[config.mk]
export PLATFORM = sky130hd
export DESIGN_NAME = vector_a_stream_reader_flat
export DESIGN_NICKNAME = d
export VERILOG_FILES = /design/src/rtl/vector_a_stream_reader_if.sv /design/src/rtl/vector_a_stream_reader.sv /design/src/flat_wrapper.sv
export SDC_FILE = /design/constraint.sdc
export NUM_CORES = 1
export LEC_CHECK = 0
export BUFFER_PORTS_ARGS = -buffer_cell sky130_fd_sc_hd__clkbuf_2
export CORE_MARGIN = 3
export CORE_UTILIZATION = 55
export DETAILED_ROUTE_END_ITERATION = 12
export PLACE_DENSITY = 0.82
export SLEW_MARGIN = 30
export SYNTH_ARGS = -nofsm -noshare
export SYNTH_HDL_FRONTEND = slang
export SYNTH_SLANG_ARGS = --single-unit
[constraint.sdc]
create_clock -name clk -period 28.3 [get_ports clk]
set_input_delay 5.66 -clock clk [delete_from_list [all_inputs] [get_ports clk]]
set_output_delay 5.66 -clock clk [all_outputs]
set_load 0.02 [all_outputs]
[src/rtl/vector_a_stream_reader_if.sv]
// Handshake/bus bundle between the vector-A register file, the stream reader and its consumer.
// master = the reader (drives the out_* stream), slave = the register file / consumer side.
interface vector_a_stream_reader_if #(
    parameter int DATA_W = 34
);
    logic              start;
    logic [DATA_W-1:0] a_0_data;
    logic [DATA_W-1:0] a_1_data;
    logic [DATA_W-1:0] a_2_data;
    logic [DATA_W-1:0] a_3_data;
    logic [DATA_W-1:0] a_4_data;
    logic [DATA_W-1:0] a_5_data;
    logic [DATA_W-1:0] a_6_data;
    logic [DATA_W-1:0] a_7_data;
    logic              out_valid;
    logic              out_ready;
    logic [DATA_W-1:0] out_data;
    logic [2:0]        out_idx;
    logic              out_last;
    logic              busy;
    logic              done;

    modport master (
        input  start, a_0_data, a_1_data, a_2_data, a_3_data,
               a_4_data, a_5_data, a_6_data, a_7_data, out_ready,
        output out_valid, out_data, out_idx, out_last, busy, done
    );

    modport slave (
        output start, a_0_data, a_1_data, a_2_data, a_3_data,
               a_4_data, a_5_data, a_6_data, a_7_data, out_ready,
        input  out_valid, out_data, out_idx, out_last, busy, done
    );
endinterface

[src/rtl/vector_a_stream_reader.sv]
// Streams the eight vector-A entries out one per valid/ready transfer, in index order.
// Optional macro VEC_A_RD_SKIP_ZERO_EN: skip entries that are zero at the start edge.
module vector_a_stream_reader #(
    parameter int DATA_W   = 34,
    parameter bit SNAPSHOT = 1'b1
) (
    input  logic clk,
    input  logic rst,
    vector_a_stream_reader_if.master bus
);

    typedef enum logic [1:0] {IDLE, LOAD, STREAM, DONE} state_t;

    state_t            state_q;
    logic [DATA_W-1:0] liveVec [8];
    logic [DATA_W-1:0] snap_q  [8];
    logic [7:0]        mask_q;
    logic [7:0]        startMask_d;
    logic [2:0]        idx_q;
    logic              valid_q;
    logic              last_q;
    logic              busy_q;
    logic              done_q;
    logic [3:0]        firstHit_d;
    logic [3:0]        afterFirst_d;
    logic [3:0]        nextHit_d;
    logic [3:0]        afterNext_d;

    // Returns {found, index} of the lowest set mask bit at or above 'from'.
    function automatic logic [3:0] firstSetFrom(input logic [7:0] m, input int from);
        logic [3:0] r;
        r = 4'b0;
        for (int i = 7; i >= 0; i--) begin
            if (m[i] && (i >= from)) r = {1'b1, 3'(i)};
        end
        return r;
    endfunction

    assign liveVec[0] = bus.a_0_data;
    assign liveVec[1] = bus.a_1_data;
    assign liveVec[2] = bus.a_2_data;
    assign liveVec[3] = bus.a_3_data;
    assign liveVec[4] = bus.a_4_data;
    assign liveVec[5] = bus.a_5_data;
    assign liveVec[6] = bus.a_6_data;
    assign liveVec[7] = bus.a_7_data;

    always_comb begin
        startMask_d = 8'hFF;
`ifdef VEC_A_RD_SKIP_ZERO_EN
        for (int i = 0; i < 8; i++) startMask_d[i] = |liveVec[i];
`endif
    end

    // out_last for an index is simply "no set mask bit above it".
    always_comb begin
        firstHit_d   = firstSetFrom(mask_q, 0);
        afterFirst_d = firstSetFrom(mask_q, int'(firstHit_d[2:0]) + 1);
        nextHit_d    = firstSetFrom(mask_q, int'(idx_q) + 1);
        afterNext_d  = firstSetFrom(mask_q, int'(nextHit_d[2:0]) + 1);
    end

    always_ff @(posedge clk or posedge rst) begin
        if (rst) begin
            state_q <= IDLE;
            mask_q  <= 8'h00;
            idx_q   <= 3'd0;
            valid_q <= 1'b0;
            last_q  <= 1'b0;
            busy_q  <= 1'b0;
            done_q  <= 1'b0;
            for (int i = 0; i < 8; i++) snap_q[i] <= '0;
        end else begin
            case (state_q)
                IDLE: begin
                    if (bus.start) begin
                        if (SNAPSHOT) begin
                            for (int i = 0; i < 8; i++) snap_q[i] <= liveVec[i];
                        end
                        mask_q  <= startMask_d;
                        busy_q  <= 1'b1;
                        state_q <= LOAD;
                    end
                end
                LOAD: begin
                    if (firstHit_d[3]) begin
                        idx_q   <= firstHit_d[2:0];
                        last_q  <= !afterFirst_d[3];
                        valid_q <= 1'b1;
                        state_q <= STREAM;
                    end else begin
                        done_q  <= 1'b1;
                        state_q <= DONE;
                    end
                end
                STREAM: begin
                    if (valid_q && bus.out_ready) begin
                        if (last_q) begin
                            valid_q <= 1'b0;
                            last_q  <= 1'b0;
                            done_q  <= 1'b1;
                            state_q <= DONE;
                        end else begin
                            idx_q  <= nextHit_d[2:0];
                            last_q <= !afterNext_d[3];
                        end
                    end
                end
                DONE: begin
                    done_q  <= 1'b0;
                    busy_q  <= 1'b0;
                    idx_q   <= 3'd0;
                    state_q <= IDLE;
                end
                default: state_q <= IDLE;
            endcase
        end
    end

    // Data and index read as zero whenever nothing is being offered.
    assign bus.out_valid = valid_q;
    assign bus.out_data  = valid_q ? (SNAPSHOT ? snap_q[idx_q] : liveVec[idx_q]) : '0;
    assign bus.out_idx   = valid_q ? idx_q : 3'd0;
    assign bus.out_last  = last_q;
    assign bus.busy      = busy_q;
    assign bus.done      = done_q;

endmodule

[src/flat_wrapper.sv]
// flat-port wrapper written by rule: the top's interface ports become plain ports
module vector_a_stream_reader_flat 
#(
    parameter int DATA_W   = 34,
    parameter bit SNAPSHOT = 1'b1
)
  (clk, rst, bus_start, bus_a_0_data, bus_a_1_data, bus_a_2_data, bus_a_3_data, bus_a_4_data, bus_a_5_data, bus_a_6_data, bus_a_7_data, bus_out_ready, bus_out_valid, bus_out_data, bus_out_idx, bus_out_last, bus_busy, bus_done);
  vector_a_stream_reader_if #(.DATA_W(DATA_W)) bus_i ();
  input  logic clk;
  input  logic rst;
  input wire logic [$bits(bus_i.start)-1:0] bus_start;
  input wire logic [$bits(bus_i.a_0_data)-1:0] bus_a_0_data;
  input wire logic [$bits(bus_i.a_1_data)-1:0] bus_a_1_data;
  input wire logic [$bits(bus_i.a_2_data)-1:0] bus_a_2_data;
  input wire logic [$bits(bus_i.a_3_data)-1:0] bus_a_3_data;
  input wire logic [$bits(bus_i.a_4_data)-1:0] bus_a_4_data;
  input wire logic [$bits(bus_i.a_5_data)-1:0] bus_a_5_data;
  input wire logic [$bits(bus_i.a_6_data)-1:0] bus_a_6_data;
  input wire logic [$bits(bus_i.a_7_data)-1:0] bus_a_7_data;
  input wire logic [$bits(bus_i.out_ready)-1:0] bus_out_ready;
  output wire logic [$bits(bus_i.out_valid)-1:0] bus_out_valid;
  output wire logic [$bits(bus_i.out_data)-1:0] bus_out_data;
  output wire logic [$bits(bus_i.out_idx)-1:0] bus_out_idx;
  output wire logic [$bits(bus_i.out_last)-1:0] bus_out_last;
  output wire logic [$bits(bus_i.busy)-1:0] bus_busy;
  output wire logic [$bits(bus_i.done)-1:0] bus_done;
  assign bus_i.start = bus_start;
  assign bus_i.a_0_data = bus_a_0_data;
  assign bus_i.a_1_data = bus_a_1_data;
  assign bus_i.a_2_data = bus_a_2_data;
  assign bus_i.a_3_data = bus_a_3_data;
  assign bus_i.a_4_data = bus_a_4_data;
  assign bus_i.a_5_data = bus_a_5_data;
  assign bus_i.a_6_data = bus_a_6_data;
  assign bus_i.a_7_data = bus_a_7_data;
  assign bus_i.out_ready = bus_out_ready;
  assign bus_out_valid = bus_i.out_valid;
  assign bus_out_data = bus_i.out_data;
  assign bus_out_idx = bus_i.out_idx;
  assign bus_out_last = bus_i.out_last;
  assign bus_busy = bus_i.busy;
  assign bus_done = bus_i.done;
  vector_a_stream_reader #(.DATA_W(DATA_W), .SNAPSHOT(SNAPSHOT)) u_core (.clk(clk), .rst(rst), .bus(bus_i));
endmodule
-- Word level (Yosys, flattened, before mapping)
Cells that the tools add are included.
- register bits: 282
- output and inout bits: 41
- logic and storage cells: 151
- add/sub/neg operators: 3
- $lt $le $gt $ge: 25
- equality and inequality tests: 9
- multiplexer cells: 60
- bitwise operators: 1
- reduce and logical (&&, ||, !) cells: 38
- operators by type and width (kind ; number):
    >= comparator 4 x 32 -> 1 bit, first input constant ; 12
    >= comparator 3 x 32 -> 1 bit, first input constant ; 6
    binary-select mux 34 bit (select 3 bit) ; 1
    two-way mux 34 bit ; 3
    >= comparator 1 x 32 -> 1 bit, first input constant ; 3
    >= comparator 2 x 32 -> 1 bit, first input constant ; 3
    two-way mux 4 bit ; 24
    two-way mux 3 bit ; 12
    logical AND 1 bit ; 25
    adder 3 x 1 -> 4 bit, second input constant ; 3
    AND reduction 4 bit ; 3
    two-way mux 1 bit ; 11
    case mux 3 bit (3 select lines) ; 1
    case mux 2 bit (4 select lines) ; 1
    two-way mux 2 bit ; 3
    inequality test 2 x 1 -> 1 bit, second input constant ; 3
    inequality test 2 bit, second input constant ; 3
    case mux 1 bit (2 select lines) ; 3
    AND reduction 3 bit ; 2
    equality test 2 bit, second input constant ; 2
    >= comparator 4 bit, second input constant ; 1
    inverter 3 -> 4 bit ; 1
    AND reduction 2 bit ; 2
    nonzero test 2 bit ; 2
    5 further kinds ; 6

-- Depth between registers and ports, before layout
Gate-level depths: netlist of the first run.
- word-level depth: 26
- depth in mapped cells: 8
- gate-level depth less buffers: 5

-- Least setup slack after synthesis of the first run
No wires, ideal clock.
- kind: reg-to-output
- start point: register u_core.idx_q[0]
- end point: output bus_out_data[30]
- arrival time: 1501 ps
- slack: 21139 ps
- stages on the path, launching flop included: 6
- buffers on the path: 3
- path through: dfrtp_1 > buf_6 > buf_6 > buf_2 > mux4_2 > a22o_1
- cells in the longest elaborated chain, start to end: 5
- RTL lines (item ; RTL line ; RTL):
    from (decl) ; vector_a_stream_reader.sv:19 ; logic [2:0] idx_q;
    from (signal assigned) ; vector_a_stream_reader.sv:87 ; idx_q <= firstHit_d[2:0];
    from (signal assigned) ; vector_a_stream_reader.sv:104 ; idx_q <= nextHit_d[2:0];
    inverter 3 -> 4 bit (not written as such) ; vector_a_stream_reader.sv:122 ; assign bus.out_data = valid_q ? (SNAPSHOT ? snap_q[idx_q] : liveVec[idx_q]) : '0;
    binary-select mux 34 bit (select 3 bit) ; vector_a_stream_reader.sv:122 ;
    two-way mux 34 bit (not written as such) (2 in a row) ; vector_a_stream_reader.sv:122 ;
    two-way mux 34 bit ; vector_a_stream_reader.sv:122 ;
    to (decl) ; flat_wrapper.sv:22 ; output wire logic [$bits(bus_i.out_data)-1:0] bus_out_data;
Every way passes these cells. The select of a mux whose other input is x is not followed.

-- Final worst setup path of the first run
- start point: register u_core.idx_q[0]
- end point: output bus_out_data[2]
The elaborated chain is that of the path after synthesis.

==> flow_metrics.tcl, run 1 <==
set metrics [dict create \
    fin_worst_hold_slack_ns 0.495 \
    r2r-start "u_core.state_q[0]" \
    synthMuxAreaShare 0.369 \
    grt_pass1_wl_mm 46.9 \
    drcViolationCount 0 \
    cts_tree "built" \
    p_clk_frac 0.224 \
    grt_max_degree 140 \
    final_util 0.684 \
    path_clk_slew_ns 0.06 \
    die_height_um 159 \
    clockRootBuffer "clkbuf_16" \
    p_seq_frac 0.415 \
    yosys.area.top_type "dfrtp_1" \
    h-tree-depth 1 \
    fin_skew_ns 0.0147 \
    drtIter0Drc 451 \
    io_pins 317 \
    dieArea_um2 25200 \
    cts_setup_buffers 0 \
    start_util 0.564 \
    synth_edf_count 0 \
    num-fill-cells 1598 \
    rr_worst_depth 6 \
    rows 55 \
    synth_cell_types 39 \
    p_leak_nw 7.11 \
    reg2reg_to "u_core.snap_q[153]" \
    path_class "reg -> out" \
    clk_latency_ns 0.55 \
    routabilityCongestion 0.771 \
    hp-start "u_core.snap_q[145]" \
    yosys.area_share.simple 0.0127 \
    min_to "u_core.snap_q[145]" \
    grt_pass1_vias 8782 \
    async_flop_share 1.00 \
    rsz0062_at_grt "false" \
    avgSynthCellArea_um2 16.6 \
    tns_ns 0 \
    ys_seq_elements 282 \
    drive_gt1_frac 0.630 \
    synth_fa_ha_area_frac 0.00682 \
    grt_use_total 0.233 \
    worst_hold_path.num_cells 1 \
    synth_xor_area_frac 0.000682 \
    p_sw_frac 0.301 \
    hpwl_mm 20.1 \
    p_per_area_nw_per_um2 112 \
    layout.nets 1358 \
    ys_seq_area_frac 0.550 \
    switchingPower_mw 0.523 \
    synth_area_leaders "dfrtp_1 (55%), mux2_2 (24%), mux4_2 (7.0%)" \
    io_buffers 316 \
    synth.net_count 1055 \
    viasPerCell 5.58 \
    maxSlewHeadroom 0.434 \
    worst-path-max-fanout 37 \
    irDropWorstVdd_uv 78.1 \
    final_hold_viol_count 0 \
    p_int_mw 1.22 \
    coreArea_um2 22800 \
    combPwrFrac 0.361 \
    synth_top_family_by_area "multiplexers" \
    worst_pin_slew_ns 0.849 \
    period_needed_ns 8.84 \
    reg2reg_slack_ns 24.70 \
    cts_hold_buf 0 \
    synthCells 772 \
    crit_path_start_kind "flip-flop" \
    synth.most_common_cell "dfrtp_1" \
    cts_buffers 30 \
    worstPathRequired_ns 22.64 \
    drv_cap 0 \
    final_antenna_net_count 0 \
    synth_top_area_frac 0.550 \
    synth_compound_area_frac 0.0323 \
    avgRoutedWirePerCell_um 20.7 \
    yosysWarnings 0 \
    status "completed" \
    clk_path_buf_depth 3 \
    finalSetupViolCount 0 \
    cp-end-kind "output port" \
    arrival_ns 3.18 \
    synth_commonest_cells "dfrtp_1 (282), mux2_2 (273), buf_2 (41)" \
    min_path_type "reg -> reg" \
    area_growth_pct 21.4 \
    cts.sinks 282 \
    max_freq_mhz 113 \
    finalCritPeriodShare 0.312 \
    grt-ovfl-total 0 \
    routed_wl_mm 29.2 \
    syn-cell-area_um2 12800 \
    drv_slew 0 \
    synth_ff_type "dfrtp_1" \
    die_w_um 159 \
    dr.pass1.iters 4 \
    cts_resized 0 \
    vias 7892 \
    antenna_found_initial 2 \
]
[cells in the final DEF, fill, tap and decap left out, types with 2 or more instances in the layout]
cell         n
a211oi_1     2
a21oi_1      4
a22o_1      34
and2_1       2
buf_4        7
buf_6        2
bufinv_16    2
clkbuf_1    11
clkbuf_16   30
clkbuf_2   316
clkbuf_8     7
clkinv_2     4
clkinv_8     2
dfrtp_1    280
dfrtp_4      2
diode_2      2
ha_1         7
inv_1        7
mux2_2     273
mux2i_1      2
mux4_1      28
mux4_2      40
nand2_1      3
nand2b_1     3
nand3_1      3
nand3b_1     3
nor2_4       2
nor2b_1      2
o21ai_0      2
or3b_2       2
[how the worst max path moves through the flow]
| stage | startpoint | end | slack, ns | cells after the start |
|---|---|---|---|---|
| after floorplan | rst | u_core.bus.busy | 14.86 | 1 |
| after global placement | bus_start | u_core.snap_q[232] | 19.77 | 5 |
| after detailed placement | bus_start | u_core.snap_q[231] | 19.75 | 5 |
| final | u_core.idx_q[0] | bus_out_data[2] | 19.46 | 4 |
| after CTS | u_core.idx_q[0] | bus_out_data[33] | 19.37 | 4 |
| after global routing | u_core.idx_q[0] | bus_out_data[33] | 19.26 | 4 |
[worst max-delay path, stage by stage (launching register included)]
cell and delay [ns]:
dfrtp_4 0.87, buf_4 0.66, mux4_1 0.67, a22o_1 0.25, clkbuf_2 0.16
[routing by layer]
layer / global-route usage / part of all wire / vias up
met1: 0.307 / 0.41 / 4015
met3: 0.0543 / 0.066 / 64
li1: - / - / 3546
met4: 0.0776 / 0.033 / 2
met5: 0 / 0.00045 / -
met2: 0.385 / 0.49 / 265
[kinds of logic (layout without fill, tap and decap cells)]
logic type      count (synthesis)  in the layout
mux                           343            343
simple gates                   27             27
xor+xnor                        1              1
flops                         282            282
compound gates                 50             50
other cells                     0              2
fa+ha+maj                       7              7
buf+inv                        62            389
[cell type report]
type	count	area, um^2	share of cell area
antenna	2	5.00	0.000321
clock buffer	48	888	0.0570
sequential	282	7060	0.453
multi-input combinational	428	5430	0.348
clock inverter	8	108	0.00691
inverter	8	42.5	0.00273
tap	313	392	0.0251
timing repair buffer	325	1660	0.106
[power by group through the flow]
stage / clock network [mW] / logic, mW / registers (mW)
after detailed placement: 0 / 0.631 / 0.728
after global placement: 0 / 0.613 / 0.715
after global routing: 0.416 / 0.681 / 0.746
after floorplan: 0 / 0.525 / 0.678
after CTS: 0.398 / 0.636 / 0.722
final: 0.389 / 0.629 / 0.722
[through the flow]
step	area [um^2]	worst slack [ns]	power [mW]	std cells
after detailed placement	14600	19.75	1.36	1356
after global placement	14600	19.77	1.33	1356
after floorplan	12800	14.86	1.20	772
after CTS	15600	19.37	1.76	1412
after global routing	15600	19.26	1.84	1413
final	15600	19.46	1.74	1414
[flip-flops by register name, summed over array words and instances (netlist names)]
signal	count
u_core.snap_q	272
u_core.bus.busy	1
u_core.idx_q	3
u_core.bus.out_last	1
u_core.state_q	2
u_core.bus.out_valid	1
u_core.bus.done	1
u_core.mask_q	1
Power figures use the tool's default switching activity.
==> inputs of run 2 (changes only) <==
--- a/config.mk
+++ b/config.mk
@@ -5,11 +5,12 @@
 export SDC_FILE = /design/constraint.sdc
 export NUM_CORES = 1
 export LEC_CHECK = 0
+export ABC_AREA = 1
 export BUFFER_PORTS_ARGS = -buffer_cell sky130_fd_sc_hd__clkbuf_2
 export CORE_MARGIN = 3
-export CORE_UTILIZATION = 55
+export CORE_UTILIZATION = 49
 export DETAILED_ROUTE_END_ITERATION = 12
-export PLACE_DENSITY = 0.82
+export PLACE_DENSITY = 0.77
 export SLEW_MARGIN = 30
 export SYNTH_ARGS = -nofsm -noshare
 export SYNTH_HDL_FRONTEND = slang
==> constraint.sdc (replaced) <==
create_clock -name clk -period 7.6 [get_ports clk]
set_input_delay 1.52 -clock clk [delete_from_list [all_inputs] [get_ports clk]]
set_output_delay 1.52 -clock clk [all_outputs]
set_load 0.02 [all_outputs]
==> flow_metrics.tcl, run 2 <==
set metrics [dict create \
    die_height_um 170 \
    rsz0062_at_grt "false" \
    worstPathRequired_ns 6.08 \
    io_buffers 316 \
    path_clk_slew_ns 0.06 \
    dp_worst_setup_slack_ns 3.64 \
    grt-ovfl-total 0 \
    path_class "reg -> out" \
    synth.net_count 2014 \
    grt_pass1_wl_mm 62.5 \
    ys_seq_area_frac 0.535 \
    dieArea_um2 28900 \
    dr.pass1.iters 5 \
    avgSynthCellArea_um2 7.62 \
    h-tree-depth 1 \
    crit_path_start_kind "flip-flop" \
    clk_latency_ns 0.55 \
    wl_met2_mm 17.7 \
    cp-end-kind "output port" \
    yosysWarnings 0 \
    wl_met3_mm 3.21 \
    io_pins 317 \
    fin_ws_ns 3.10 \
    synth_edf_count 0 \
    syn-cell-area_um2 13200 \
    p_per_area_nw_per_um2 430 \
    p_seq_frac 0.384 \
    ys_seq_elements 282 \
    cts.sinks 282 \
    finalSetupViolCount 0 \
    path_cells "buf_4 > o21ai_0 > o21ai_0 > nand2_1 > nand2_1 > clkbuf_2" \
    synthCells 1731 \
    arrival_ns 2.98 \
    grt_pass1_vias 11800 \
    route.top_layer_used "met5" \
    final_hold_viol_count 0 \
    fin_skew_ns 0.0177 \
    p_sw_frac 0.407 \
    drive_gt1_frac 0.193 \
    maxSlewHeadroom 0.418 \
    layout.nets 2263 \
    p_clk_frac 0.233 \
    slowest_delay_ns 0.92 \
    min_path_type "reg -> reg" \
    final_common_cell "nand2_1" \
    drcViolationCount 0 \
    synth_top_area_frac 0.535 \
    worst-path-buf-inv 2 \
    coreArea_um2 26300 \
    layout_common_cells "nand2_1 (818), clkbuf_2 (316), dfrtp_1 (280)" \
    status "completed" \
    drv_cap 0 \
    vias 12300 \
    synth_commonest_cells "nand2_1 (819), dfrtp_1 (282), o21ai_0 (209)" \
    tns_ns 0 \
    finalCritPeriodShare 0.593 \
    synth_ff_type "dfrtp_1" \
    yosys.area.top_type "dfrtp_1" \
    final_antenna_net_count 0 \
    switchingPower_mw 2.78 \
    avgRoutedWirePerCell_um 17.2 \
    largest_registers "u_core.snap_q (272), u_core.idx_q (3), u_core.state_q (2)" \
    async_flop_share 1.00 \
    p_int_mw 4.05 \
    fin_worst_hold_slack_ns 0.471 \
    cts_tree "built" \
    finalPower_mw 6.82 \
    period_needed_ns 4.50 \
    routed_wl_mm 40.3 \
    p_leak_nw 8.66 \
    num-fill-cells 2376 \
    top_register "u_core.snap_q" \
    grt_use_total 0.272 \
    cts_resized 0 \
    routabilityCongestion 0.898 \
    antenna_found_initial 4 \
    drv_slew 0 \
    final_util 0.604 \
    hpwl_mm 27.0 \
    synth_cell_types 22 \
    viasPerCell 5.25 \
    max_freq_mhz 222 \
    start_util 0.502 \
    cts_buffers 30 \
    clockRootBuffer "clkbuf_16" \
    clk_path_buf_depth 3 \
    worst_pin_slew_ns 0.872 \
    area_growth_pct 20.5 \
    rows 59 \
    cp_top_family "flip-flops" \
    met1_length_mm 18.2 \
    grt_max_degree 209 \
    die_w_um 170 \
    cts_setup_buffers 0 \
    combPwrFrac 0.382 \
    synth.most_common_cell "nand2_1" \
    irDropWorstVdd_uv 317 \
    cts_hold_buf 0 \
    worst-path-max-fanout 71 \
    largest_reg_flops 272 \
    drtIter0Drc 1384 \
    cp_slowest_cell "dfrtp_4" \
    synth_area_leaders "dfrtp_1 (54%), nand2_1 (23%), o21ai_0 (7.9%)" \
]
[run 2: cell types whose count changed in the layout (fill, tap and decap cells not counted), moves of 3 or more]
cell	change
a22o_1	-34
nand2_1	+815
nand3b_1	-3
inv_1	+69
clkbuf_1	-6
bufinv_16	+3
nor2_1	+85
a21oi_1	+53
o22ai_1	+14
mux2_2	-273
o21ai_0	+207
o21ai_1	+56
mux4_2	-40
mux4_1	-28
[run 2: cell families (layout without fill, tap and decap cells)]
| kind of cell | after synthesis | in the layout | synth area share |
|---|---|---|---|
| and+or+nand+nor | 913 | 913 | 0.261 |
| AOI/OAI and AO/OA | 338 | 338 | 0.130 |
| DFF | 282 | 282 | 0.535 |
| buffers and inverters | 191 | 462 | 0.0670 |
| adders and majority gates | 7 | 7 | 0.00664 |
| other | 0 | 4 | 0 |
[run 2: cell type report]
cell class	count	area (um^2)	share of cell area
diodes	4	10.0	0.000630
well taps	335	419	0.0264
clock buffers	44	905	0.0570
multi-input cells	1258	5260	0.331
inverters	80	324	0.0204
repair buffers	328	1730	0.109
clock inverters	10	175	0.0110
flip-flops and latches	282	7060	0.445
[run 2: path summary, 6_finish.rpt]
path,from,endpoint,slack (ns),cells past startpoint
setup / recovery,u_core.idx_q[1],bus_out_data[13],3.10,6
hold reg to reg,u_core.snap_q[214],u_core.snap_q[214],0.47,2
max in group asynchronous,rst,u_core.snap_q[218],4.95,4
min in group asynchronous,rst,u_core.snap_q[27],1.20,3
setup reg to reg,u_core.state_q[0],u_core.snap_q[234],4.98,7
hold / removal,u_core.snap_q[214],u_core.snap_q[214],0.47,2
[run 2: tightest hold or removal path, cell delays in order (launching register included)]
cell,delay [ns]
dfrtp_1,0.33
nand2_1,0.05
nand2_1,0.06
[run 2: power groups by stage]
stage | clock (mW) | sequential, mW | combinational, mW
after global routing | 1.68 | 2.69 | 2.97
final | 1.59 | 2.62 | 2.61
after detailed placement | 0 | 2.62 | 2.57
after floorplan | 0 | 2.48 | 1.91
after global placement | 0 | 2.61 | 2.50
after CTS | 1.61 | 2.61 | 2.59
[run 2: per-stage QoR]
step	cells	cell area [um^2]
after floorplan	1731	13200
after global placement	2281	14700
after detailed placement	2281	14700
after CTS	2335	15800
after global routing	2340	15900
final	2341	15900
[run 2: routing by layer]
metal,up-vias,global-route usage
met1,5759,0.409
met2,531,0.399
met4,2,0.0875
met5,-,0
li1,5922,-
met3,72,0.0530
